**config.mk**
```make
export PLATFORM = sky130hd
export DESIGN_NAME = fetch_align_unit
export DESIGN_NICKNAME = d
export VERILOG_FILES = /design/src/rtl/fetch_align_unit.sv
export SDC_FILE = /design/constraint.sdc
export NUM_CORES = 1
export LEC_CHECK = 0
export ABC_CLOCK_PERIOD_IN_PS = 6900
export CAP_MARGIN = 20
export CORE_MARGIN = 1.5
export CORE_UTILIZATION = 45
export CTS_BUF_LIST = sky130_fd_sc_hd__clkbuf_8
export DETAILED_ROUTE_END_ITERATION = 7
export PLACE_DENSITY = 0.79
export REMOVE_ABC_BUFFERS = 1
export SYNTH_ARGS = -nofsm -noshare
export SYNTH_HDL_FRONTEND = slang
export SYNTH_SLANG_ARGS = --single-unit
```
**constraint.sdc**
```tcl
create_clock -name clk -period 6.9 [get_ports clk]
set_clock_uncertainty 0.15 [all_clocks]
set_input_delay 1.725 -clock clk [delete_from_list [all_inputs] [get_ports clk]]
set_output_delay 1.725 -clock clk [all_outputs]
set_load 0.01 [all_outputs]
```
**src/rtl/fetch_align_unit.sv**
```systemverilog
`default_nettype none
// ============================================================================
// Module   : fetch_align_unit
// Purpose  : Fetch/align stage behind the instruction memory. Requests one
//            64-bit line per FETCH cycle, splits it into two 32-bit slots,
//            skips empty slots, and hands one instruction at a time to decode
//            over a valid/ready handshake. Supports redirects and halts after
//            HALT_LINES consecutive all-empty lines.
// Ports    :
//   clk            - clock, rising edge
//   reset          - synchronous, active-high
//   line_idx       - [4:0]  line index to instruction memory
//   ir_line        - [63:0] line from memory (slot 0 = [63:32], slot 1 = [31:0])
//   out_valid      - instruction present on out_*
//   out_ready      - decode accepts when out_valid && out_ready
//   out_instr      - [31:0] instruction (compressed forms zero-extended)
//   out_is_c       - 1 = compressed instruction
//   out_pc         - [5:0]  {line, slot} of presented instruction
//   redirect_valid - restart fetch at redirect_line/redirect_slot
//   redirect_line  - [4:0]  target line
//   redirect_slot  - target slot within line
//   halted         - end of program reached, fetch stopped
// Revision : 1.0 - initial release
// ============================================================================
module fetch_align_unit #(
  parameter int HALT_LINES = 2
) (
  input  logic        clk,
  input  logic        reset,
  output logic [4:0]  line_idx,
  input  logic [63:0] ir_line,
  output logic        out_valid,
  input  logic        out_ready,
  output logic [31:0] out_instr,
  output logic        out_is_c,
  output logic [5:0]  out_pc,
  input  logic        redirect_valid,
  input  logic [4:0]  redirect_line,
  input  logic        redirect_slot,
  output logic        halted
);

  localparam logic [3:0] HALT_CNT = 4'(HALT_LINES);

  typedef enum logic [1:0] {
    S_FETCH = 2'd0,
    S_ISSUE = 2'd1,
    S_HALT  = 2'd2
  } state_t;

  state_t      state;
  logic [63:0] line_buf;
  logic [4:0]  cur_line;
  logic        ptr;
  logic        start_slot;
  logic        line_had_instr;
  logic [3:0]  empty_cnt;

  logic [31:0] slot_word;
  logic        slot_full;
  logic        slot_is_c;
  logic        issue_valid;
  logic        handshake;
  logic        advance;
  logic        line_used;
  logic [3:0]  next_empty;

  // Everything below is decoded from registers only; out_ready and
  // redirect_* never reach the out_* pins combinationally.
  assign slot_word   = ptr ? line_buf[31:0] : line_buf[63:32];
  assign slot_full   = (slot_word != 32'd0);
  assign slot_is_c   = (slot_word[1:0] != 2'b11);
  assign issue_valid = (state == S_ISSUE) && slot_full;
  assign handshake   = issue_valid && out_ready;
  // An empty slot is skipped immediately; a full one waits for decode.
  assign advance     = (state == S_ISSUE) && (!slot_full || out_ready);
  assign line_used   = line_had_instr || handshake;
  assign next_empty  = line_used ? 4'd0 : empty_cnt + 4'd1;

  // Payload is forced to zero whenever nothing is presented, so idle
  // cycles show a clean, deterministic bus.
  assign out_valid = issue_valid;
  assign out_is_c  = issue_valid && slot_is_c;
  assign out_instr = !issue_valid ? 32'd0 :
                     slot_is_c    ? {16'd0, slot_word[15:0]} : slot_word;
  assign out_pc    = issue_valid ? {cur_line, ptr} : 6'd0;
  assign halted    = (state == S_HALT);
  assign line_idx  = cur_line;

  always_ff @(posedge clk) begin
    if (reset) begin
      state          <= S_FETCH;
      line_buf       <= 64'd0;
      cur_line       <= 5'd0;
      ptr            <= 1'b0;
      start_slot     <= 1'b0;
      line_had_instr <= 1'b0;
      empty_cnt      <= 4'd0;
    end else if (redirect_valid) begin
      // A handshake in this same cycle still completes on the decode side;
      // squashing it is decode's responsibility.
      cur_line   <= redirect_line;
      start_slot <= redirect_slot;
      empty_cnt  <= 4'd0;
      state      <= S_FETCH;
    end else begin
      case (state)
        S_FETCH: begin
          line_buf       <= ir_line;
          ptr            <= start_slot;
          line_had_instr <= 1'b0;
          state          <= S_ISSUE;
        end
        S_ISSUE: begin
          if (advance) begin
            if (handshake) begin
              line_had_instr <= 1'b1;
            end
            if (!ptr) begin
              ptr <= 1'b1;
            end else begin
              // End of line: a line entered at slot 1 whose slot 1 is empty
              // still counts as an empty line.
              empty_cnt <= next_empty;
              if (next_empty == HALT_CNT) begin
                state <= S_HALT;
              end else begin
                cur_line   <= cur_line + 5'd1;
                start_slot <= 1'b0;
                state      <= S_FETCH;
              end
            end
          end
        end
        S_HALT: begin
          state <= S_HALT;
        end
        default: begin
          state <= S_FETCH;
        end
      endcase
    end
  end

endmodule
`default_nettype wire

```
## Yosys cells after proc, flatten, opt, wreduce, memory -nomap -nowiden

Index checks and enable logic that the tools add are counted.

| storage, ports and cells | value |
|---|---|
| register bits after elaboration | 78 |
| bits of input ports | 74 |
| output and inout port bits | 46 |

| operators by class | value |
|---|---|
| add/sub/neg operators | 2 |
| eq/ne operators | 8 |
| multiplexer cells | 24 |
| bitwise operators | 1 |
| reduce and logical (&&, ||, !) cells | 20 |

Operator list:

| cell | number |
|---|---|
| $mux 32 | 3 |
| $reduce_bool 32->1 | 1 |
| $mux 5 | 5 |
| $ne 2x2->1 const B | 5 |
| $mux 1 | 8 |
| $reduce_and 4->1 | 2 |
| $reduce_bool 2->1 | 4 |
| $mux 2 | 3 |
| $mux 6 | 1 |
| $pmux 2 s3 | 1 |
| $reduce_and 3->1 | 2 |
| $add 5x1->5 const B | 1 |
| $add 4x1->4 const B | 1 |
| $eq 4x2->1 const B | 1 |
| $logic_and 1x1->1 | 4 |
| $mux 4 | 1 |
| $pmux 1 s2 | 2 |
| $reduce_and 2->1 | 2 |
| $eq 2x1->1 const B | 1 |
| $eq 2x2->1 const B | 1 |
| $logic_not 2->1 | 1 |
| $logic_or 1x1->1 | 2 |
| $reduce_or 2->1 | 1 |
| $logic_not 1->1 | 1 |
| $not 1->1 | 1 |

## Logic depth before layout (Yosys ltp)

Gate-level depths: netlist of the first run.

| depth | value |
|---|---|
| word-level depth | 12 |
| gate-level depth with buffers | 8 |

## Worst setup path before layout of the first run

Ideal clock, no wire load.

| timing path | value |
|---|---|
| path type | flip-flop to output port |
| start | reg line_buf[0] |
| end | out out_instr[21] |
| arrival | 1.739 ns |
| slack | 3.286 ns |
| stages on the path, launching flop included | 9 |
| path through | dfxtp_1 -> nor4_1 -> nand4_1 -> nor3_2 -> or4_1 -> inv_2 -> nand2_1 -> buf_2 -> nor2_1 |

| between the ends | value |
|---|---|
| word-level cells in the longest chain between the ends | 4 |
| elaborated cells on any way between the ends | 6 |

RTL lines:

| element | RTL line | text |
|---|---|---|
| start: declaration | 52 | `logic [63:0] line_buf;` |
| start signal: assignment | 109 | `line_buf <= ir_line;` |
| $mux 32 | 70 | `assign slot_word = ptr ? line_buf[31:0] : line_buf[63:32];` |
| $reduce_bool 32->1 | 71 | `assign slot_full = (slot_word != 32'd0);` |
| $logic_and 1x1->1 | 73 | `assign issue_valid = (state == S_ISSUE) && slot_full;` |
| via out_valid | 32 | `output logic out_valid,` |
| $mux 32 | 84 | `assign out_instr = !issue_valid ? 32'd0 :` |
| end: declaration | 34 | `output logic [31:0] out_instr,` |

The timed path passes the listed nets, and every way through them passes these cells.

## Final worst setup path of the first run

| timing path | value |
|---|---|
| start | reg ptr |
| end | out out_instr[16] |

| between the ends | value |
|---|---|
| word-level cells in the longest chain between the ends | 4 |
| elaborated cells on any way between the ends | 6 |

RTL lines:

| element | RTL line | text |
|---|---|---|
| start: declaration | 54 | `logic ptr;` |
| start signal: assignment | 110 | `ptr <= start_slot;` |
| $mux 32 * | 70 |  |
| $reduce_bool 32->1 or $ne 2x2->1 (tied branches) | 71, 72 |  |
| $logic_and 1x1->1 or $mux 32 (tied branches) | 73, 85 |  |
| $mux 32 * | 84 |  |

Mark *: on every way between the ends. The rest lies on a longest branch, timed or not.

==> out/results.txt, run 1 <==
outcome: finished, final reports clean
post-CTS sizing: 0
Total Die Area: 0.00867 mm²
DR vias: 3712
Worst-path clk slew: 0.08 ns
hold_ws: 0.323 ns
CP peak stage delay: 0.79 ns
Post-CTS Setup Repair Bufs: 0
Final TNS setup: 0 ns
Max Fanout on Critical Path: 22
share of post-route cells with drive strength above 1: 5.46%
xor-xnor portion of the synthesized cell area: 0.240%
GR Overflow Total: 0
core box area: 0.00781 mm²
Yosys top cell by area: dfxtp_1
Reg2Reg Setup Slack: 4.00 ns
Max stage delay cell, worst path: or4_1
PortBufs: 119
DRT iter0 DRCs: 174
final hold vios: 0
largest family of logic cells by synthesized area: simple AND/OR/NAND/NOR gates
Seq cells post-synth: 78
CTS tree: built
via/cell ratio: 5.40
most common cell in the synthesized netlist: nand2_1
worst-path cell chain: buf_4 -> nor3_2 -> or4_1 -> inv_2 -> nand2_1 -> nor2_1 -> clkdlybuf4s50_1
cts hold-fix bufs: 0
Synth Area in Adders: 0.685%
EDFF count, synth: 0
number of diodes: 0
Routed Antenna Nets: 0
WL final: 10200 µm
CP Data Arrival Time: 3.84 ns
chip width: 93.1 µm
HP Class: reg2reg
DP Area: 0.00488 mm²
CP top delay family: simple AND/OR/NAND/NOR gates
gpl congestion: 0.860
clock latency at the later pin of the worst-skew pair: 0.35 ns
post-synth design cell area: 0.00365 mm²
Max-Cap Viols: 0
Crit. Startpoint: ptr
Critical Path RT: 5.03 ns
post-synthesis instance total: 478
first drt pass iteration count: 4
htree depth: 3
final-stage net count: 657
final cycle utilization of the critical path: 82.9%
class of the most critical setup path: reg2out
slew margin rel.: 50.0%
synthesized area per cell: 7.64 µm²
height of the die: 93.1 µm
row count: 32
Max Slew Vio Count: 0
vias in the first global route: 3407
compound-gate portion of the synthesized area: 15.0%
measured slew at the worst slew-check pin: 0.750 ns
async set-reset flop share out of synthesis: 0%
post-route cell area: 0.00509 mm²
first-pass GRT wire length: 15900 µm
HP Start: line_buf[50]
CTS Buf Count: 9
clock root cell: clkbuf_8
fin crit period: 5.72 ns
Simple-Gate Fraction of Synth Area: 28.0%
TritonCTS Sinks: 78
initial antenna violation count: 0
sequential share of the synthesized area: 42.7%
largest net degree at the start of global routing: 66
CP endpoint kind: output pin
post-synthesis mux area share: 9.04%
maximum vdd drop: 0.118 mV
Crit path buffers/inverters: 3
P&R area growth vs syn: 39.2%
PD cells: 196 mW/mm²
Worst R2R Start: ptr
Ports: 120
DRC viols: 0
ys flop type: dfxtp_1
Fmax: 175 MHz
share of the synthesized area in the top cell type: 42.7%
drt wl/cell: 14.9 µm
Critical Path Source Type: flop
final setup fails: 0
Initial Util: 46.8%
unrepaired setup endpoints after global routing: no
Yosys warning total: 0
all-layer global routing usage: 23.3%
Max Buffers Root-to-Sink: 2
count of different cell masters after synthesis: 42
Synth top cells by count: nand2_1 (136), dfxtp_1 (78), a21oi_1 (70), nor2_1 (43), mux2i_1 (33)
Pleak: 1.81 nW
synth top area cells: dfxtp_1 (43%), nand2_1 (14%), a21oi_1 (9.6%)
DPL Wire Length: 7240 µm
## layout by cell type (no fill, tap or decap), types with 2 or more instances in the layout
cell | synthesis | layout
nor4_2 | 2 | 2
and2_1 | 5 | 5
nor3b_1 | 2 | 2
a21oi_1 | 70 | 70
or3_1 | 2 | 2
o31a_1 | 2 | 2
nand3b_1 | 2 | 2
and4_1 | 2 | 2
nor2b_1 | 3 | 3
inv_2 | 2 | 2
ha_1 | 2 | 2
a41oi_1 | 2 | 2
a31oi_1 | 2 | 2
nor3_2 | 2 | 3
o21ai_0 | 4 | 4
nor2_1 | 43 | 43
a211oi_1 | 3 | 3
nand2_1 | 136 | 135
dfxtp_1 | 78 | 77
a2111oi_0 | 2 | 2
buf_4 | 1 | 3
o21a_1 | 2 | 2
nor4_1 | 14 | 14
inv_1 | 7 | 9
clkbuf_8 | 0 | 9
a21boi_1 | 2 | 2
nor3_1 | 5 | 4
nand3_1 | 3 | 3
clkinvlp_4 | 0 | 2
mux2i_1 | 33 | 33
nand4_1 | 5 | 5
clkdlybuf4s50_1 | 0 | 118
## kinds of logic (layout without fill, tap and decap cells)
| kind of cell | Yosys count | in the layout |
|---|---|---|
| AO/OA/AOI/OAI | 93 | 93 |
| XOR/XNOR | 1 | 1 |
| buffers and inverters | 40 | 148 |
| adder cells (fa/ha/maj) | 2 | 2 |
| AND/OR/NAND/NOR | 231 | 231 |
| multiplexers | 33 | 33 |
| flip-flops | 78 | 78 |
## worst paths after layout
path / to / depth (start not counted)
worst max register to register: ptr / 6
worst min register to register: line_buf[50] / 2
worst min-delay path: line_buf[50] / 2
worst max-delay path: out_instr[16] / 7
## flip-flops by register name, indices dropped and copies added, names as in the netlist
signal	cells
line_idx	5
ptr	1
empty_cnt	4
state	2
line_buf	64
start_slot	1
line_had_instr	1
## power by group
part | internal, W | switching (W)
logic | 0.0000858 | 0.0000775
registers | 0.000475 | 0.0000260
clock network | 0.000165 | 0.000170
## through the flow
stage | setup WS [ns] | std cells | utilization, % | power [W]
floorplan | 1.45 | 447 | - | 0.000584
global placement | 1.72 | 671 | 62.5 | 0.000667
detailed placement | 1.62 | 671 | 62.5 | 0.000672
CTS | 1.20 | 687 | 64.9 | 0.00100
global route | 0.924 | 688 | 65.2 | 0.00104
finish | 1.18 | 688 | 65.2 | 0.000999
## worst min-delay path: stages (launching register included)
cell and delay [ns]:
dfxtp_1 0.33, nand2_1 0.05, a21oi_1 0.05
## routing by layer
layer  part of all wire (%)  global-route usage, %
met1                     44                   29.0
met2                     49                   40.6
met3                    5.5                   5.28
met4                    1.4                   6.19
met5                      0                      0
## cell type report
| cell class | instances | area, µm² |
|---|---|---|
| clock buffer | 9 | 124 |
| tap | 102 | 128 |
| clock inverter | 7 | 66.3 |
| sequential | 78 | 1560 |
| multi-input combinational | 360 | 1940 |
| fill | 682 | 2720 |
| inverter | 9 | 33.8 |
| timing repair buffer | 123 | 1230 |
No activity file was read; power rests on OpenSTA's default activity.
==> run 2, diff against run 1 <==
--- a/config.mk
+++ b/config.mk
@@ -5,7 +5,7 @@
 export SDC_FILE = /design/constraint.sdc
 export NUM_CORES = 1
 export LEC_CHECK = 0
-export ABC_CLOCK_PERIOD_IN_PS = 6900
+export ABC_CLOCK_PERIOD_IN_PS = 5350
 export CAP_MARGIN = 20
 export CORE_MARGIN = 1.5
 export CORE_UTILIZATION = 45
==> constraint.sdc (replaced) <==
create_clock -name clk -period 5.35 [get_ports clk]
set_clock_uncertainty 0.15 [all_clocks]
set_input_delay 1.3375 -clock clk [delete_from_list [all_inputs] [get_ports clk]]
set_output_delay 1.3375 -clock clk [all_outputs]
set_load 0.01 [all_outputs]
==> out/results.txt, run 2 (synthesis gave the netlist of run 1 again) <==
outcome: finished, final reports clean
Crit path buffers/inverters: 2
CP endpoint kind: output pin
Max stage delay cell, worst path: dfxtp_2
via/cell ratio: 5.35
final-stage net count: 658
fin crit period: 4.41 ns
chip width: 93.1 µm
Ports: 120
internal power: 0.000957 W
power share of the sequential group: 50.1%
share of post-route cells with drive strength above 1: 5.30%
Worst-path clk slew: 0.07 ns
clock root cell: clkbuf_8
Pleak: 1.82 nW
Max Fanout on Critical Path: 21
Critical Path Source Type: flop
commonest non-fill, non-tap cell in the layout: nand2_1
HP Class: reg2reg
DRC viols: 0
htree depth: 3
final cycle utilization of the critical path: 82.5%
DPL Wire Length: 7110 µm
CP top delay family: buffers and inverters
Logic pwr share: 16.4%
largest net degree at the start of global routing: 53
height of the die: 93.1 µm
Routed Antenna Nets: 0
GR Overflow Total: 0
Largest Register: line_buf
P&R area growth vs syn: 39.4%
first-pass GRT wire length: 16400 µm
post-route cell area: 0.00509 mm²
row count: 32
worst-path cell chain: buf_4 -> nand3_1 -> o21ai_0 -> nand2_1 -> nor2_1 -> clkdlybuf4s50_1
PD cells: 253 mW/mm²
final hold vios: 0
Max Slew Vio Count: 0
first drt pass iteration count: 4
hold_ws: 0.323 ns
slew margin rel.: 33.0%
unrepaired setup endpoints after global routing: no
cts hold-fix bufs: 0
TritonCTS Sinks: 78
Max Buffers Root-to-Sink: 2
measured slew at the worst slew-check pin: 1.00 ns
Fmax: 227 MHz
class of the most critical setup path: reg2out
placed insts: 673
fillers: 678
Net Switching: 0.000332 W
PortBufs: 119
gpl congestion: 0.828
initial antenna violation count: 0
CTS tree: built
final setup fails: 0
Final Non-Filler Cells: 687
Total Die Area: 0.00867 mm²
DP Area: 0.00490 mm²
commonest cells after routing, fill and taps aside: nand2_1 (135), clkdlybuf4s50_1 (118), dfxtp_1 (77), a21oi_1 (70), nor2_1 (43)
DR vias: 3676
Max-Cap Viols: 0
max reg flops: 64
CP Data Arrival Time: 2.93 ns
clock share of power: 33.5%
number of diodes: 0
Net Sw Frac: 25.8%
DRT iter0 DRCs: 203
core box area: 0.00781 mm²
Post-CTS Setup Repair Bufs: 0
drt wl/cell: 14.9 µm
maximum vdd drop: 0.151 mV
all-layer global routing usage: 23.7%
CTS Buf Count: 9
CP peak stage delay: 0.66 ns
vias in the first global route: 3594
Initial Util: 46.8%
WL final: 10200 µm
clock latency at the later pin of the worst-skew pair: 0.34 ns
Critical Path RT: 3.86 ns
Final TNS setup: 0 ns
post-CTS sizing: 0
## run 2: changes by cell type in the layout (fill, tap and decap cells not counted), sizes merged
cell,previous run,this run
inv,12,11
buf,5,6
clkbuf,9,11
clkinvlp,2,0
clkinv,1,0
## run 2: path summary, 6_finish.rpt
kind | startpoint | depth (start not counted) | slack (ns) | endpoint
worst min-delay path | line_buf[46] | 2 | 0.32 | line_buf[46]
worst max register to register | line_buf[19] | 7 | 3.00 | line_idx[2]
worst max-delay path | ptr | 6 | 0.94 | out_instr[17]
worst min register to register | line_buf[46] | 2 | 0.32 | line_buf[46]
## run 2: worst reg2reg max path, stage by stage, from the launching register on
cell and delay, ns:
dfxtp_1 0.33, nor4_2 0.35, nand4_1 0.23, nor2_1 0.28, o211ai_4 0.17, a21oi_4 0.28
nor4b_1 0.08, or3_1 0.37
## run 2: cell type report
| type | count | area (µm²) | area share, % |
|---|---|---|---|
| clock buffer | 11 | 151 | 2.97 |
| clock inverter | 3 | 37.5 | 0.737 |
| inverter | 9 | 33.8 | 0.663 |
| multi-input combinational | 360 | 1940 | 38.2 |
| sequential | 78 | 1560 | 30.7 |
| tap | 102 | 128 | 2.51 |
| timing repair buffer | 124 | 1240 | 24.3 |
## run 2: per-stage QoR
step	setup WS (ns)	total power, W	util (%)
after floorplan	0.290	0.000753	-
after global placement	1.40	0.000864	62.8
after detailed placement	1.34	0.000868	62.8
after CTS	0.962	0.00129	65.2
after global routing	0.698	0.00134	65.2
final	0.936	0.00129	65.2
## run 2: routing by layer
metal  vias up  GRT usage, %  wire length (µm)
li1       1833             -                 -
met1      1712          30.2              4520
met2       112          39.9              4950
met3        19          3.74               531
met4         0          9.72               203
met5         -             0                 0
## run 2: power groups by stage
stage / Clock (W) / Combinational (W) / Sequential [W]
floorplan: 0 / 0.0000987 / 0.000654
global placement: 0 / 0.000208 / 0.000656
detailed placement: 0 / 0.000210 / 0.000658
CTS: 0.000433 / 0.000212 / 0.000645
global route: 0.000459 / 0.000231 / 0.000650
finish: 0.000432 / 0.000211 / 0.000646
